File: src/rtl/e203_exu_dsp_add64_pkg.sv
`default_nettype none
// ============================================================================
// Module      : e203_exu_dsp_add64_pkg
// Description : Shared constants for the 64-bit DSP add/sub path.
//               - Opcode encodings for ADD64 / SUB64 / KADD64 / KSUB64.
//               - Big (low half) and little (high half) adder widths.
//               - Signed 64-bit saturation bounds.
//               - Small opcode decode helpers.
// Revision    : 1.0 - initial release
// ============================================================================
package e203_exu_dsp_add64_pkg;

  // Adder widths: 32 data bits plus one extension bit.
  // Big adder: bit 32 is the carry-out into the little adder.
  // Little adder: bit 32 is the sign extension used for overflow detection.
  localparam int E203_DSP_BIGADDER_WIDTH = 33;
  localparam int E203_DSP_LITADDER_WIDTH = 33;

  // Opcode encodings. Bit 0 selects subtraction, bit 1 selects saturation.
  localparam logic [1:0] E203_DSP_OP_ADD64  = 2'b00;
  localparam logic [1:0] E203_DSP_OP_SUB64  = 2'b01;
  localparam logic [1:0] E203_DSP_OP_KADD64 = 2'b10;
  localparam logic [1:0] E203_DSP_OP_KSUB64 = 2'b11;

  // Signed 64-bit saturation bounds.
  localparam logic [63:0] E203_DSP_SAT64_MAX = 64'h7FFF_FFFF_FFFF_FFFF;
  localparam logic [63:0] E203_DSP_SAT64_MIN = 64'h8000_0000_0000_0000;

  function automatic logic dsp_op_is_sub(input logic [1:0] op);
    return op[0];
  endfunction

  function automatic logic dsp_op_is_sat(input logic [1:0] op);
    return op[1];
  endfunction

endpackage : e203_exu_dsp_add64_pkg
`default_nettype wire

File: src/rtl/e203_exu_dsp_adder.sv
`default_nettype none
// ============================================================================
// Module      : e203_exu_dsp_adder
// Description : Combinational carry-chained big/little adder pair.
//               The big adder sums the low halves with carry-in equal to the
//               subtract enable; its carry-out (bit 32) feeds the little
//               adder, which sums the sign-extended high halves.
//               With dsp_req_addsub_i low both results are forced to zero.
// Ports       :
//   dsp_req_addsub_i  in   1   adder request; outputs are 0 when low
//   dsp_req_sub_en_i  in   1   subtract: supplies the +1 carry-in
//   big_op1_i         in   33  low-half operand 1 {1'b0, rs1_lo}
//   big_op2_i         in   33  low-half operand 2 {1'b0, rs2_lo^sub}
//   lit_op1_i         in   33  high-half operand 1, sign-extended
//   lit_op2_i         in   33  high-half operand 2, sign-extended
//   big_res_o         out  32  low-half sum (carry-out stays internal)
//   lit_res_o         out  33  high-half sum including extension bit
// Revision    : 1.0 - initial release
// ============================================================================
module e203_exu_dsp_adder
  import e203_exu_dsp_add64_pkg::*;
(
  input  logic                               dsp_req_addsub_i,
  input  logic                               dsp_req_sub_en_i,
  input  logic [E203_DSP_BIGADDER_WIDTH-1:0] big_op1_i,
  input  logic [E203_DSP_BIGADDER_WIDTH-1:0] big_op2_i,
  input  logic [E203_DSP_LITADDER_WIDTH-1:0] lit_op1_i,
  input  logic [E203_DSP_LITADDER_WIDTH-1:0] lit_op2_i,
  output logic [E203_DSP_BIGADDER_WIDTH-2:0] big_res_o,
  output logic [E203_DSP_LITADDER_WIDTH-1:0] lit_res_o
);

  localparam int BW = E203_DSP_BIGADDER_WIDTH;
  localparam int LW = E203_DSP_LITADDER_WIDTH;

  logic [BW-1:0] big_sum;
  logic [LW-1:0] lit_sum;

  always_comb begin
    big_sum = '0;
    lit_sum = '0;
    if (dsp_req_addsub_i) begin
      // Operands have a zero top bit, so the 33-bit sum cannot wrap.
      big_sum = big_op1_i + big_op2_i + {{(BW-1){1'b0}}, dsp_req_sub_en_i};
      // Low-half carry-out chains into the high half.
      lit_sum = lit_op1_i + lit_op2_i + {{(LW-1){1'b0}}, big_sum[BW-1]};
    end
  end

  assign big_res_o = big_sum[BW-2:0];
  assign lit_res_o = lit_sum;

endmodule : e203_exu_dsp_adder
`default_nettype wire

File: src/rtl/e203_exu_dsp_add64.sv
`default_nettype none
// ============================================================================
// Module      : e203_exu_dsp_add64
// Description : Two-beat operand collector and sequencer for 64-bit DSP
//               add/sub (ADD64, SUB64, KADD64, KSUB64). Collects low halves
//               on beat 0 and high halves on beat 1, runs one carry-chained
//               64-bit add through e203_exu_dsp_adder, applies signed
//               saturation for K ops and returns a registered result.
// Ports       :
//   clk      in   1   core clock
//   rst      in   1   synchronous active-high reset (priority over flush)
//   i_valid  in   1   operand beat valid
//   i_ready  out  1   operand beat accepted when i_valid & i_ready
//   i_op     in   2   opcode, sampled on beat 0 only
//   i_rs1    in   32  op1 half (low on beat 0, high on beat 1)
//   i_rs2    in   32  op2 half (low on beat 0, high on beat 1)
//   flush    in   1   abort in-flight op, return to IDLE
//   o_valid  out  1   result valid
//   o_ready  in   1   write-back accepts result
//   o_res    out  64  result
//   o_ov     out  1   saturation occurred (K ops only)
// Revision    : 1.0 - initial release
// ============================================================================
module e203_exu_dsp_add64
  import e203_exu_dsp_add64_pkg::*;
(
  input  logic        clk,
  input  logic        rst,
  input  logic        i_valid,
  output logic        i_ready,
  input  logic [1:0]  i_op,
  input  logic [31:0] i_rs1,
  input  logic [31:0] i_rs2,
  input  logic        flush,
  output logic        o_valid,
  input  logic        o_ready,
  output logic [63:0] o_res,
  output logic        o_ov
);

  localparam int BW = E203_DSP_BIGADDER_WIDTH;
  localparam int LW = E203_DSP_LITADDER_WIDTH;

  localparam logic [1:0] ST_IDLE = 2'd0;
  localparam logic [1:0] ST_HI   = 2'd1;
  localparam logic [1:0] ST_EXE  = 2'd2;
  localparam logic [1:0] ST_RSP  = 2'd3;

  logic [1:0]  state_q,  state_d;
  logic [1:0]  op_q,     op_d;
  logic [31:0] rs1_lo_q, rs1_lo_d;
  logic [31:0] rs2_lo_q, rs2_lo_d;
  logic [31:0] rs1_hi_q, rs1_hi_d;
  logic [31:0] rs2_hi_q, rs2_hi_d;
  logic [63:0] res_q,    res_d;
  logic        ov_q,     ov_d;

  logic        beat_fire;
  logic        rsp_fire;

  logic                adder_addsub;
  logic                adder_sub;
  logic [BW-1:0]       big_op1;
  logic [BW-1:0]       big_op2;
  logic [LW-1:0]       lit_op1;
  logic [LW-1:0]       lit_op2;
  logic [BW-2:0]       big_res;
  logic [LW-1:0]       lit_res;
  logic [31:0]         rs2_hi_x;
  logic [63:0]         raw_res;
  logic                ovf;

  // --------------------------------------------------------------------------
  // State register
  // --------------------------------------------------------------------------
  always_ff @(posedge clk) begin
    if (rst) begin
      state_q  <= ST_IDLE;
      op_q     <= '0;
      rs1_lo_q <= '0;
      rs2_lo_q <= '0;
      rs1_hi_q <= '0;
      rs2_hi_q <= '0;
      res_q    <= '0;
      ov_q     <= 1'b0;
    end else begin
      state_q  <= state_d;
      op_q     <= op_d;
      rs1_lo_q <= rs1_lo_d;
      rs2_lo_q <= rs2_lo_d;
      rs1_hi_q <= rs1_hi_d;
      rs2_hi_q <= rs2_hi_d;
      res_q    <= res_d;
      ov_q     <= ov_d;
    end
  end

  // --------------------------------------------------------------------------
  // Next-state logic
  // --------------------------------------------------------------------------
  always_comb begin
    state_d = state_q;
    if (flush) begin
      state_d = ST_IDLE;
    end else begin
      case (state_q)
        ST_IDLE: if (beat_fire) state_d = ST_HI;
        ST_HI:   if (beat_fire) state_d = ST_EXE;
        ST_EXE:  state_d = ST_RSP;
        ST_RSP:  if (rsp_fire) state_d = ST_IDLE;
        default: state_d = ST_IDLE;
      endcase
    end
  end

  // --------------------------------------------------------------------------
  // Output / handshake logic
  // --------------------------------------------------------------------------
  always_comb begin
    i_ready      = ((state_q == ST_IDLE) || (state_q == ST_HI)) && !flush;
    o_valid      = (state_q == ST_RSP) && !flush;
    adder_addsub = (state_q == ST_EXE);
  end

  // i_ready and o_valid already include ~flush, so a flushed beat or
  // result never fires.
  assign beat_fire = i_valid & i_ready;
  assign rsp_fire  = o_valid & o_ready;

  assign o_res = res_q;
  assign o_ov  = ov_q;

  // --------------------------------------------------------------------------
  // Operand capture
  // --------------------------------------------------------------------------
  always_comb begin
    op_d     = op_q;
    rs1_lo_d = rs1_lo_q;
    rs2_lo_d = rs2_lo_q;
    rs1_hi_d = rs1_hi_q;
    rs2_hi_d = rs2_hi_q;
    if (beat_fire && (state_q == ST_IDLE)) begin
      op_d     = i_op;
      rs1_lo_d = i_rs1;
      rs2_lo_d = i_rs2;
    end
    if (beat_fire && (state_q == ST_HI)) begin
      rs1_hi_d = i_rs1;
      rs2_hi_d = i_rs2;
    end
  end

  // --------------------------------------------------------------------------
  // Adder drive: subtraction is a + ~b + 1, the +1 entering as the big
  // adder's carry-in.
  // --------------------------------------------------------------------------
  always_comb begin
    adder_sub = adder_addsub & dsp_op_is_sub(op_q);
    rs2_hi_x  = rs2_hi_q ^ {32{adder_sub}};
    big_op1   = {1'b0, rs1_lo_q};
    big_op2   = {1'b0, rs2_lo_q ^ {32{adder_sub}}};
    lit_op1   = {rs1_hi_q[31], rs1_hi_q};
    lit_op2   = {rs2_hi_x[31], rs2_hi_x};
  end

  e203_exu_dsp_adder u_adder (
    .dsp_req_addsub_i (adder_addsub),
    .dsp_req_sub_en_i (adder_sub),
    .big_op1_i        (big_op1),
    .big_op2_i        (big_op2),
    .lit_op1_i        (lit_op1),
    .lit_op2_i        (lit_op2),
    .big_res_o        (big_res),
    .lit_res_o        (lit_res)
  );

  // --------------------------------------------------------------------------
  // Result formation and saturation
  // --------------------------------------------------------------------------
  always_comb begin
    raw_res = {lit_res[LW-2:0], big_res};
    // Sign extension bit disagrees with the result sign on signed overflow.
    ovf     = lit_res[LW-1] ^ lit_res[LW-2];
    res_d   = res_q;
    ov_d    = ov_q;
    if ((state_q == ST_EXE) && !flush) begin
      if (dsp_op_is_sat(op_q) && ovf) begin
        // Extension bit carries the true sign of the overflowed result.
        res_d = lit_res[LW-1] ? E203_DSP_SAT64_MIN : E203_DSP_SAT64_MAX;
        ov_d  = 1'b1;
      end else begin
        res_d = raw_res;
        ov_d  = 1'b0;
      end
    end
  end

endmodule : e203_exu_dsp_add64
`default_nettype wire

File: config.mk
export PLATFORM = sky130hd
export DESIGN_NAME = e203_exu_dsp_add64
export DESIGN_NICKNAME = d
export VERILOG_FILES = /design/src/rtl/e203_exu_dsp_add64_pkg.sv /design/src/rtl/e203_exu_dsp_adder.sv /design/src/rtl/e203_exu_dsp_add64.sv
export SDC_FILE = /design/constraint.sdc
export NUM_CORES = 1
export LEC_CHECK = 0
export BUFFER_PORTS_ARGS = -buffer_cell sky130_fd_sc_hd__clkbuf_2
export CAP_MARGIN = 20
export CORE_MARGIN = 4
export CORE_UTILIZATION = 30
export CTS_CLUSTER_DIAMETER = 30
export CTS_CLUSTER_SIZE = 25
export DETAILED_ROUTE_END_ITERATION = 8
export GPL_TIMING_DRIVEN = 0
export PLACE_DENSITY = 0.55
export SLEW_MARGIN = 20
export SYNTH_ARGS = -nofsm -noshare
export SYNTH_HDL_FRONTEND = slang
export SYNTH_SLANG_ARGS = --single-unit
File: constraint.sdc
create_clock -name clk -period 8.8 [get_ports clk]
set_input_delay 0.44 -clock clk [delete_from_list [all_inputs] [get_ports clk]]
set_output_delay 0.44 -clock clk [all_outputs]
set_load 0.01 [all_outputs]
==> results of run 1 <==
## cell type report
class	count	share of cell area (%)
Tap cell	461	4.536
Inverter	23	0.6789
Timing Repair Buffer	136	5.353
Buffer	78	2.627
Multi-Input combinational cell	1089	50.84
Clock buffer	18	3.454
Clock inverter	14	1.496
Sequential cell	197	31.01
## power by group through the flow
stage	Combinational, uW	Sequential [uW]	Clock, uW
after floorplan	110	943	0
after detailed placement	179	946	0
after global routing	200	927	911
final	181	925	859
after CTS	181	925	878
after global placement	179	946	0
## state kept, by name (all words and copies together), names as in the netlist
| register | count |
|---|---|
| state_q | 2 |
| o_ov | 1 |
| op_q | 2 |
| rs2_hi_q | 32 |
| o_res | 64 |
| rs1_hi_q | 32 |
| rs2_lo_q | 32 |
| rs1_lo_q | 32 |
## logic make-up (layout without fill, tap and decap cells)
logic type                 count (synthesis)  after routing  share of synthesized area (%)
xor gates and xnor gates                 118            118                          9.569
and+or+nand+nor                          511            511                          19.74
adders and majority gates                 70             70                          8.318
AOI/OAI and AO/OA                        389            389                          21.94
muxes                                      1              1                        0.09268
buffers and inverters                    101            269                          3.823
DFF                                      197            197                          36.52
## worst min-delay path, cell delays in order
cell and delay, ns:
sky130_fd_sc_hd__clkbuf_2 0.08, sky130_fd_sc_hd__nand2_1 0.04, sky130_fd_sc_hd__a21oi_1 0.05
## what timing repair did
| action | 4_1_cts | 5_1_grt |
|---|---|---|
| buffers inserted | 0 | 0 |
| endpoints found under the setup margin | 63 | 61 |
| gates resized for setup | 4 | 7 |
## how the worst max path moves through the flow
stage	end
2_1_floorplan	o_res[46]$_SDFFE_PP0P_
3_3_place_gp	o_res[46]$_SDFFE_PP0P_
3_5_place_dp	o_res[46]$_SDFFE_PP0P_
4_1_cts	o_res[46]$_SDFFE_PP0P_
5_1_grt	o_res[46]$_SDFFE_PP0P_
6_report	o_res[46]$_SDFFE_PP0P_
## placed cells by master (no fill, tap or decap), drive strengths merged, types with 11 or more instances in the layout
| cell | count |
|---|---|
| inv | 29 |
| nand2b | 14 |
| buf | 18 |
| a211oi | 21 |
| nand2 | 295 |
| ha | 67 |
| nand3 | 12 |
| a21o | 31 |
| o21ai | 37 |
| clkbuf | 214 |
| a21oi | 236 |
| nor2 | 101 |
| a31oi | 11 |
| xor2 | 22 |
| xnor2 | 96 |
| nor3 | 57 |
| dfxtp | 197 |
## routing by layer
metal,track usage [%],part of all wire [%]
met1,25.74,48
met2,30.93,46
met4,5.534,2.1
met3,3.131,4.3
met5,0,0
## stage by stage
step                worst slack, ns  instances  utilization [%]  setup TNS [ns]
CTS                         0.05838       2016            35.70               0
global placement            -0.6564       1984            33.90          -26.67
finish                       0.5150       2016            35.75               0
floorplan                     2.042       1387                -               0
global route                0.08584       2016            35.75               0
detailed placement          -0.6978       1984            33.90          -28.86
==> results.ini, run 1 <==
[synthesis]
postSynth.topFlopCell=sky130_fd_sc_hd__dfxtp_1
synthesis.yosys.warnings=0
synthTopCellsByArea=sky130_fd_sc_hd__dfxtp_1 37%, sky130_fd_sc_hd__a21oi_1 11%, sky130_fd_sc_hd__nand2_1 10%, sky130_fd_sc_hd__xnor2_1 7.8%, sky130_fd_sc_hd__ha_1 7.8%
synthTopCellsByCount=295 x sky130_fd_sc_hd__nand2_1, 232 x sky130_fd_sc_hd__a21oi_1, 197 x sky130_fd_sc_hd__dfxtp_1
yosys.cell_count.top_type=sky130_fd_sc_hd__nand2_1
syn_area_per_cell_sq_um=7.787
post_synth_top_area_cell=sky130_fd_sc_hd__dfxtp_1
synth_enable_flop_cells=0
post_synth_inst_count=1387
post_synthesis_cell_area_sq_mm=0.01080
ff_latch_count_synth=197
share_of_yosys_cell_area_claimed_by_the_top_area_cell_type_pct=36.52
syn_nets=1528
yosysUniqueCellTypes=64
synth_async_sr_flop_share_pct=0
yosysSeqAreaShare_pct=36.52

[power]
intPower_uw=1440
vdd.ir_drop.worst_mv=0.1391
pwr_cell_area_mw_per_mm2=154.6
power.share.sequential_pct=47.1
post-layout-total-power_uw=1966
power.combinational.fraction_pct=9.2
fraction_of_power_spent_switching_nets_pct=26.73
p_clk_share_pct=43.7
power.switching_uw=525.4
power.static_leakage_uw=0.005300

[route]
vias_per_cell=5.050
dr_total_vias=10180
routed_wirelength_mm=37.57
routed_wl_per_cell_um=18.64
routed_antenna_nets=0
drt_iter0_drc=652
detail_route.drc_violations=0
detailedRoute.firstPassIterationCount=4

[clocking]
clkTransAtPathRegs_ns=0.07
number_of_cts_inserted_buffers=17
clock_tree.htree_level_count=4
cts.sinks=197
total_of_hold_buffers_inserted_after_clock_tree_synthesis=0
clock_latency_ns=0.45
cts_tree=yes
clock_path_buffers=2
root_cell_of_the_clock_tree=sky130_fd_sc_hd__clkbuf_16

[worst_setup_path]
setup.worst_path.class=reg2reg
timing.rr.end=o_res[46]$_SDFFE_PP0P_
reg2reg_slack_ns=0.52
critical_path_cell_count=29
timing.critical_path.fanout_max=10
critPathMaxStageDelay_ns=0.51
data_required_critical_path_ns=9.17
cp_slowest_cell=sky130_fd_sc_hd__a2111oi_4
cp_data_arrival_time_ns=8.65
reg2reg_depth=29
setup.worst_path.end_class=register
worst_r2r_startpoint=state_q[0]$_SDFFE_PP0P_
start_kind=register
cp_num_buf_inv=3
worst_setup_path_startpoint=state_q[0]$_SDFFE_PP0P_
cp_top_family=compound AO/OA/AOI/OAI gates

[finish]
register_area_sq_mm=0.003944
ratio_of_cells_with_drive_above_1_in_the_final_layout_pct=13.50
multiInputGateArea_sq_mm=0.006465
antenna-diode-count=0
area_growth_pct=17.74
number_of_filler_cells_placed_in_the_layout=3818
final_nets=1683
stdcell_area_sq_mm=0.01272

[floorplanning]
floorplan.die_area_sq_mm=0.03910
ios=138
floorplan.rows=69
floorplan_die_height_um=197.7
initial_core_util_pct=30.36
core-area_sq_mm=0.03557
chipWidth_um=197.7

[grt]
pin_count_of_the_biggest_net_entering_global_routing=19
grt_pass1_wl_mm=56.61
all_layer_gr_usage_pct=18.90
number_of_antenna_violations_at_the_first_check_in_global_routing=0
globalRouteOverflowTotal=0
via_count_of_the_first_global_routing_pass=9905

[sta]
clock-skew-final_ns=0.01554
worst_hold_slack_ns=0.2114
final-hold-violation-count=0
timing_max_transition_violations_final=0
final_period_minus_worst_setup_slack_ns=8.285
finalCritPeriodShare_pct=94.15
number_of_endpoints_failing_setup_at_the_final_stage=0
max_clock_freq_mhz=120.7
slew_headroom_pct=39.98
timing_worst_slew_pin_value_ns=0.8942
rsz_0062_raised_after_global_routing=false

[worst_hold_path]
holdPathEnd=op_q[0]$_SDFFE_PP0P_
min_from=i_op[0]
hp-class=in2reg
worst_hold_path.num_cells=3

[placed_design]
portBuffers=136
dpl_cell_area_sq_mm=0.01206
post-dp-hpwl_mm=29.17
routabilityCongestion=0.8652

[run]
maxcap_violations=0

[status]
outcome=finished, final reports clean

(Power assumes the default switching activity.)
==> run 2: changes to the inputs <==
--- a/config.mk
+++ b/config.mk
@@ -7,13 +7,14 @@
 export LEC_CHECK = 0
 export BUFFER_PORTS_ARGS = -buffer_cell sky130_fd_sc_hd__clkbuf_2
 export CAP_MARGIN = 20
+export CORE_ASPECT_RATIO = 1.25
 export CORE_MARGIN = 4
 export CORE_UTILIZATION = 30
 export CTS_CLUSTER_DIAMETER = 30
 export CTS_CLUSTER_SIZE = 25
 export DETAILED_ROUTE_END_ITERATION = 8
 export GPL_TIMING_DRIVEN = 0
-export PLACE_DENSITY = 0.55
+export PLACE_DENSITY_LB_ADDON = 0.05
 export SLEW_MARGIN = 20
 export SYNTH_ARGS = -nofsm -noshare
 export SYNTH_HDL_FRONTEND = slang
==> run 2 against run 1 <==
Sequential power about the same. Non-clock buffer count unchanged. Critical path depth unchanged. Flip-flop and latch count unchanged. Combinational power about the same. Clock skew down 0.0010 ns. Critical endpoint unchanged. Highest routed layer unchanged.
==> results.ini, run 2 (synthesis gave the netlist of run 1 again) <==
[status]
outcome=finished, final reports clean  ; unchanged

[finish]
final_nets=1683  ; unchanged
ratio_of_cells_with_drive_above_1_in_the_final_layout_pct=13.57  ; was 13.50%
number_of_filler_cells_placed_in_the_layout=3912  ; was 3,818
largest_register_ffs=64  ; unchanged
antenna-diode-count=0  ; unchanged
register_area_sq_mm=0.003944  ; unchanged
most_used_cells_in_the_layout_excluding_fill_and_tap_cells=294 x sky130_fd_sc_hd__nand2_1, 231 x sky130_fd_sc_hd__a21oi_1, 197 x sky130_fd_sc_hd__dfxtp_1, 139 x sky130_fd_sc_hd__clkbuf_2, 101 x sky130_fd_sc_hd__nor2_1  ; was 294 x sky130_fd_sc_hd__nand2_1, 232 x sky130_fd_sc_hd__a21oi_1, 197 x sky130_fd_sc_hd__dfxtp_1, 139 x sky130_fd_sc_hd__clkbuf_2, 101 x sky130_fd_sc_hd__nor2_1
stdcell_area_sq_mm=0.01272  ; about the same
mostFrequentLayoutCell=sky130_fd_sc_hd__nand2_1  ; unchanged
multiInputGateArea_sq_mm=0.006469  ; was 0.006465 sq mm
area_growth_pct=17.79  ; was 17.74%

[grt]
grt_pass1_wl_mm=58.36  ; was 56.61 mm
all_layer_gr_usage_pct=19.90  ; was 18.90%
via_count_of_the_first_global_routing_pass=9972  ; was 9,905
globalRouteOverflowTotal=0  ; unchanged
number_of_antenna_violations_at_the_first_check_in_global_routing=0  ; unchanged
pin_count_of_the_biggest_net_entering_global_routing=19  ; unchanged

[route]
detail_route.drc_violations=0  ; unchanged
routed_antenna_nets=0  ; unchanged
vias_per_cell=4.923  ; was 5.050
dr_total_vias=9989  ; was 10,180
routed_wirelength_mm=38.92  ; was 37.57 mm
detailedRoute.firstPassIterationCount=5  ; was 4
routed_wl_per_cell_um=19.18  ; was 18.64 um
drt_iter0_drc=478  ; was 652

[sta]
final-hold-violation-count=0  ; unchanged
timing_max_transition_violations_final=0  ; unchanged
finalWorstSetupSlack_ns=0.5015  ; was 0.5150 ns
rsz_0062_raised_after_global_routing=false  ; unchanged
finalCritPeriodShare_pct=94.30  ; was 94.15%
number_of_endpoints_failing_setup_at_the_final_stage=0  ; unchanged
timing_worst_slew_pin_value_ns=1.004  ; was 0.8942 ns
max_clock_freq_mhz=120.5  ; was 120.7 MHz
setup_tns_ns=0  ; unchanged
slew_headroom_pct=33.09  ; was 39.98%
clock-skew-final_ns=0.01450  ; was 0.01554 ns
final_period_minus_worst_setup_slack_ns=8.299  ; was 8.285 ns

[worst_setup_path]
cp_slowest_cell=sky130_fd_sc_hd__a2111oi_4  ; unchanged
setup.worst_path.class=reg2reg  ; unchanged
setup.worst_path.end_class=register  ; unchanged
cp_num_buf_inv=3  ; unchanged
worst_setup_path_startpoint=state_q[0]$_SDFFE_PP0P_  ; unchanged
start_kind=register  ; unchanged
critPathMaxStageDelay_ns=0.53  ; was 0.51 ns
cp_data_arrival_time_ns=8.68  ; was 8.65 ns
timing.critical_path.fanout_max=10  ; unchanged
data_required_critical_path_ns=9.19  ; was 9.17 ns
cp_top_family=compound AO/OA/AOI/OAI gates  ; unchanged
worst_r2r_startpoint=state_q[0]$_SDFFE_PP0P_  ; unchanged

[placed_design]
dp_slack_ns=-0.8892  ; was -0.6978 ns
portBuffers=136  ; unchanged
routabilityCongestion=0.8604  ; was 0.8652
dpl_cell_area_sq_mm=0.01207  ; was 0.01206 sq mm
post-dp-hpwl_mm=30.72  ; was 29.17 mm

[clocking]
clock_latency_ns=0.47  ; was 0.45 ns
number_of_cts_inserted_buffers=17  ; unchanged
clkTransAtPathRegs_ns=0.08  ; was 0.07 ns
cts_tree=yes  ; unchanged
total_of_hold_buffers_inserted_after_clock_tree_synthesis=0  ; unchanged
clock_tree.htree_level_count=4  ; unchanged
cts.sinks=197  ; unchanged
root_cell_of_the_clock_tree=sky130_fd_sc_hd__clkbuf_16  ; unchanged
clock_path_buffers=2  ; unchanged

[floorplanning]
floorplan.rows=77  ; was 69
core-area_sq_mm=0.03545  ; was 0.03557 sq mm
ios=138  ; unchanged
initial_core_util_pct=30.46  ; was 30.36%
chipWidth_um=177.7  ; was 197.7 um
floorplan_die_height_um=220.1  ; was 197.7 um
floorplan.die_area_sq_mm=0.03912  ; was 0.03910 sq mm

[power]
power.static_leakage_uw=0.005295  ; was 0.005300 uW
pwr_cell_area_mw_per_mm2=153.5  ; was 154.6 mW/mm^2
post-layout-total-power_uw=1953  ; was 1966 uW
vdd.ir_drop.worst_mv=0.1015  ; was 0.1391 mV

[run]
maxcap_violations=0  ; unchanged

[worst_hold_path]
min_from=i_op[0]  ; unchanged
hp-class=in2reg  ; unchanged

-- run 2: path summary, 6_finish.rpt --
check | endpoint | slack (ns) | cells after the start
worst max-delay path | o_res[46]$_SDFFE_PP0P_ | 0.50 | 29
worst min-delay path | op_q[0]$_SDFFE_PP0P_ | 0.20 | 3
worst max register to register | o_res[46]$_SDFFE_PP0P_ | 0.50 | 29
worst min register to register | rs1_hi_q[5]$_SDFFE_PP0P_ | 0.46 | 2
-- run 2: tightest hold or removal path, stage by stage --
cell                       delay [ns]
sky130_fd_sc_hd__clkbuf_2        0.08
sky130_fd_sc_hd__nand2_1         0.05
sky130_fd_sc_hd__a21oi_1         0.05
-- run 2: final cells by class --
type,instances,share of cell area (%)
multi-input cells,1089,50.85
flip-flops and latches,197,31.00
repair buffers,136,5.350
well taps,474,4.662
clock buffers,19,3.560
plain buffers,78,2.626
clock inverters,13,1.279
inverters,23,0.6786
-- run 2: routing by layer --
metal,part of all wire (%),wire [um],vias up,GRT usage [%]
li1,-,-,5073,-
met1,44,16950,4669,23.91
met2,51,19750,199,36.16
met3,3.4,1314,48,3.298
met4,2.3,905,0,6.268
met5,0,0,-,0
-- run 2: what timing repair did --
| action | 4_1_cts | 5_1_grt |
|---|---|---|
| buffers inserted | 0 | 0 |
| gates resized for setup | 4 | 10 |
| setup endpoints to repair | 65 | 63 |
| endpoints found under the hold margin | 0 | 0 |
-- run 2: per-stage QoR --
stage	utilization, %	instances	hold WS, ns
final	35.88	2029	0.2030
after global routing	35.88	2029	0.1926
after CTS	35.82	2029	0.1851
after detailed placement	34.06	1997	0.4518
after global placement	34.06	1997	0.4478
after floorplan	-	1387	0.4363
-- run 2: where the power goes --
group          internal (uW)  leakage [uW]  switching, uW
combinational           64.1       0.00340            117
sequential               911       0.00160           14.4
clock                    445      0.000301            402
==> run 3: changes to the inputs <==
--- a/config.mk
+++ b/config.mk
@@ -5,6 +5,7 @@
 export SDC_FILE = /design/constraint.sdc
 export NUM_CORES = 1
 export LEC_CHECK = 0
+export ABC_AREA = 1
 export BUFFER_PORTS_ARGS = -buffer_cell sky130_fd_sc_hd__clkbuf_2
 export CAP_MARGIN = 20
 export CORE_ASPECT_RATIO = 1.25
==> run 3 against run 2 <==
Design area grew 12%. Global-route usage grew 1.4 points. Clock skew about the same. Setup slack better by 1.1 ns. Final cell count is 24% higher. Synthesized cell count rose by 29%. Routed wire length increased by 21%. Sequential power up 2.8%. Critical endpoint is now o_res[62]$_SDFFE_PP0P_. Highest routed layer unchanged.
==> results.ini, run 3 <==
[worst_setup_path]
setup.worst_path.class=reg2reg  ; unchanged
cp_data_arrival_time_ns=7.64  ; was 8.68 ns
data_required_critical_path_ns=9.19  ; about the same
cp_top_family=compound AO/OA/AOI/OAI gates  ; unchanged
worst_path_most_repeated_cell=sky130_fd_sc_hd__nand2_1
setup.worst_path.end_class=register  ; unchanged
start_kind=register  ; unchanged
reg2reg_slack_ns=1.56  ; was 0.50 ns
cp_slowest_cell=sky130_fd_sc_hd__buf_1  ; was sky130_fd_sc_hd__a2111oi_4
critPathMaxStageDelay_ns=0.81  ; was 0.53 ns
timing.critical_path.fanout_max=10  ; unchanged
cp_num_buf_inv=4  ; was 3

[sta]
setup_tns_ns=0  ; unchanged
rsz_0062_raised_after_global_routing=false  ; unchanged
max_clock_freq_mhz=138.0  ; was 120.5 MHz
final-hold-violation-count=0  ; unchanged
timing_worst_slew_pin_value_ns=1.109  ; was 1.004 ns
slew_headroom_pct=26.09  ; was 33.09%
timing_max_transition_violations_final=0  ; unchanged
finalCritPeriodShare_pct=82.32  ; was 94.30%
clock-skew-final_ns=0.01403  ; was 0.01450 ns
worst_hold_slack_ns=0.2446  ; was 0.2030 ns
final_period_minus_worst_setup_slack_ns=7.244  ; was 8.299 ns
number_of_endpoints_failing_setup_at_the_final_stage=0  ; unchanged

[power]
p_clk_share_pct=39.0  ; was 43.4%
fraction_of_power_spent_switching_nets_pct=30.67  ; was 27.29%
power.share.sequential_pct=45.0  ; was 47.4%
power.combinational.fraction_pct=16.1  ; was 9.3%
power.static_leakage_uw=0.005763  ; was 0.005295 uW
power.switching_uw=648.8  ; was 533.2 uW
pwr_cell_area_mw_per_mm2=149.0  ; was 153.5 mW/mm^2
vdd.ir_drop.worst_mv=0.1429  ; was 0.1015 mV
intPower_uw=1466  ; was 1420 uW

[placed_design]
post-dp-hpwl_mm=38.63  ; was 30.72 mm
routabilityCongestion=0.9248  ; was 0.8604
portBuffers=136  ; unchanged

[synthesis]
synthTopCellsByArea=sky130_fd_sc_hd__dfxtp_1 32%, sky130_fd_sc_hd__nand2_1 11%, sky130_fd_sc_hd__a21oi_1 10%, sky130_fd_sc_hd__o21ai_0 7.0%, sky130_fd_sc_hd__ha_1 6.8%  ; was sky130_fd_sc_hd__dfxtp_1 37%, sky130_fd_sc_hd__a21oi_1 11%, sky130_fd_sc_hd__nand2_1 10%, sky130_fd_sc_hd__xnor2_1 7.8%, sky130_fd_sc_hd__ha_1 7.8%
synth_async_sr_flop_share_pct=0  ; unchanged
syn_area_per_cell_sq_um=6.827  ; was 7.787 sq um
yosys.cell_count.top_type=sky130_fd_sc_hd__nand2_1  ; unchanged
synthTopCellsByCount=373 x sky130_fd_sc_hd__nand2_1, 256 x sky130_fd_sc_hd__a21oi_1, 197 x sky130_fd_sc_hd__dfxtp_1  ; was 295 x sky130_fd_sc_hd__nand2_1, 232 x sky130_fd_sc_hd__a21oi_1, 197 x sky130_fd_sc_hd__dfxtp_1
ff_latch_count_synth=197  ; unchanged
postSynth.topFlopCell=sky130_fd_sc_hd__dfxtp_1  ; unchanged
syn_nets=1934  ; was 1,528
yosysUniqueCellTypes=43  ; was 64
synth_enable_flop_cells=0  ; unchanged
yosysSeqAreaShare_pct=32.22  ; was 36.52%
post_synthesis_cell_area_sq_mm=0.01224  ; was 0.01080 sq mm
share_of_yosys_cell_area_claimed_by_the_top_area_cell_type_pct=32.22  ; was 36.52%
post_synth_inst_count=1793  ; was 1,387
post_synth_top_area_cell=sky130_fd_sc_hd__dfxtp_1  ; unchanged
synthesis.yosys.warnings=0  ; unchanged

[status]
outcome=finished, final reports clean  ; unchanged

[run]
maxcap_violations=0  ; unchanged

[route]
dr_total_vias=11950  ; was 9,989
detailedRoute.firstPassIterationCount=5  ; unchanged
drt_iter0_drc=551  ; was 478
routed_wirelength_mm=46.99  ; was 38.92 mm
detail_route.drc_violations=0  ; unchanged
routed_wl_per_cell_um=18.74  ; was 19.18 um
vias_per_cell=4.767  ; was 4.923
routed_antenna_nets=0  ; unchanged

[grt]
via_count_of_the_first_global_routing_pass=12190  ; was 9,972
grt_pass1_wl_mm=71.08  ; was 58.36 mm
all_layer_gr_usage_pct=21.26  ; was 19.90%
pin_count_of_the_biggest_net_entering_global_routing=19  ; unchanged
number_of_antenna_violations_at_the_first_check_in_global_routing=1  ; was 0
globalRouteOverflowTotal=0  ; unchanged

[finish]
antenna-diode-count=0  ; unchanged
largest_register_ffs=64  ; unchanged
mostFrequentLayoutCell=sky130_fd_sc_hd__nand2_1  ; unchanged
area_growth_pct=15.97  ; was 17.79%
final_nets=2089  ; was 1,683
most_used_cells_in_the_layout_excluding_fill_and_tap_cells=373 x sky130_fd_sc_hd__nand2_1, 256 x sky130_fd_sc_hd__a21oi_1, 197 x sky130_fd_sc_hd__dfxtp_1, 171 x sky130_fd_sc_hd__o21ai_0, 164 x sky130_fd_sc_hd__inv_1  ; was 294 x sky130_fd_sc_hd__nand2_1, 231 x sky130_fd_sc_hd__a21oi_1, 197 x sky130_fd_sc_hd__dfxtp_1, 139 x sky130_fd_sc_hd__clkbuf_2, 101 x sky130_fd_sc_hd__nor2_1
ratio_of_cells_with_drive_above_1_in_the_final_layout_pct=13.11  ; was 13.57%

[floorplanning]
initial_core_util_pct=30.43  ; was 30.46%
ios=138  ; unchanged
floorplan.rows=82  ; was 77
floorplan.die_area_sq_mm=0.04412  ; was 0.03912 sq mm
chipWidth_um=188.7  ; was 177.7 um
floorplan_die_height_um=233.8  ; was 220.1 um
core-area_sq_mm=0.04022  ; was 0.03545 sq mm

[clocking]
number_of_cts_inserted_buffers=17  ; unchanged
clock_tree.htree_level_count=4  ; unchanged
root_cell_of_the_clock_tree=sky130_fd_sc_hd__clkbuf_16  ; unchanged
clkTransAtPathRegs_ns=0.08  ; about the same
total_of_hold_buffers_inserted_after_clock_tree_synthesis=0  ; unchanged
post_cts_resized=0  ; was 4
cts_tree=yes  ; unchanged
post-cts-setup-buffers=0  ; unchanged
cts.sinks=197  ; unchanged
clock_path_buffers=2  ; unchanged
clock_latency_ns=0.46  ; was 0.47 ns

[worst_hold_path]
hp-class=in2reg  ; unchanged

==> run 3: metal layers <==
layer	track usage, %	part of all wire (%)	vias up
met5	0	0	-
met1	24.64	43	5410
met3	2.129	2.5	89
li1	-	-	6207
met4	10.52	4.4	0
met2	39.10	50	246
==> run 3: kinds of logic (layout without fill, tap and decap cells) <==
family          count (synthesis)  count (layout)  synth area share, %
simple gates                  690             690                23.65
buf+inv                       256             424                8.678
xor+xnor                       82              82                5.867
fa+ha+maj                      70              70                7.339
flops                         197             197                32.22
compound gates                498             498                22.24
==> run 3: final cells by class <==
type,count,area [sq um]
well taps,546,683.2
repair buffers,136,680.7
fillers,4555,26020
flip-flops and latches,197,3944
inverters,167,626.9
multi-input cells,1340,7234
plain buffers,89,435.4
clock buffers,17,425.4
clock inverters,15,165.2
==> run 3: power groups by stage <==
stage / sequential [uW] / clock [uW] / combinational (uW)
after floorplan: 974 / 0 / 205
after global placement: 972 / 0 / 340
after detailed placement: 973 / 0 / 341
after CTS: 952 / 857 / 343
after global routing: 957 / 888 / 381
final: 952 / 824 / 340
==> run 3: per-stage QoR <==
step | total power (uW) | worst slack, ns | std cells | cell area [sq um] | utilization, %
after floorplan | 1179 | 3.813 | 1793 | 12240 | -
after global placement | 1313 | 1.514 | 2475 | 13600 | 33.83
after detailed placement | 1313 | 1.543 | 2475 | 13600 | 33.83
after CTS | 2152 | 1.483 | 2507 | 14190 | 35.29
after global routing | 2226 | 0.9781 | 2507 | 14190 | 35.29
final | 2115 | 1.556 | 2507 | 14190 | 35.29
==> run 3: final timing paths <==
check / startpoint / endpoint / depth (start not counted)
max: state_q[0]$_SDFFE_PP0P_ / o_res[62]$_SDFFE_PP0P_ / 27
min: i_op[0] / op_q[0]$_SDFFE_PP0P_ / 3
max reg2reg: state_q[0]$_SDFFE_PP0P_ / o_res[62]$_SDFFE_PP0P_ / 27
min reg2reg: rs1_hi_q[28]$_SDFFE_PP0P_ / rs1_hi_q[28]$_SDFFE_PP0P_ / 2
==> run 3: worst min-delay path, delay by kind of cell <==
family | cells | cell delay [ns]
buffers and inverters | 1 | 0.09
and+or+nand+nor | 1 | 0.07
AOI/OAI and AO/OA | 1 | 0.06
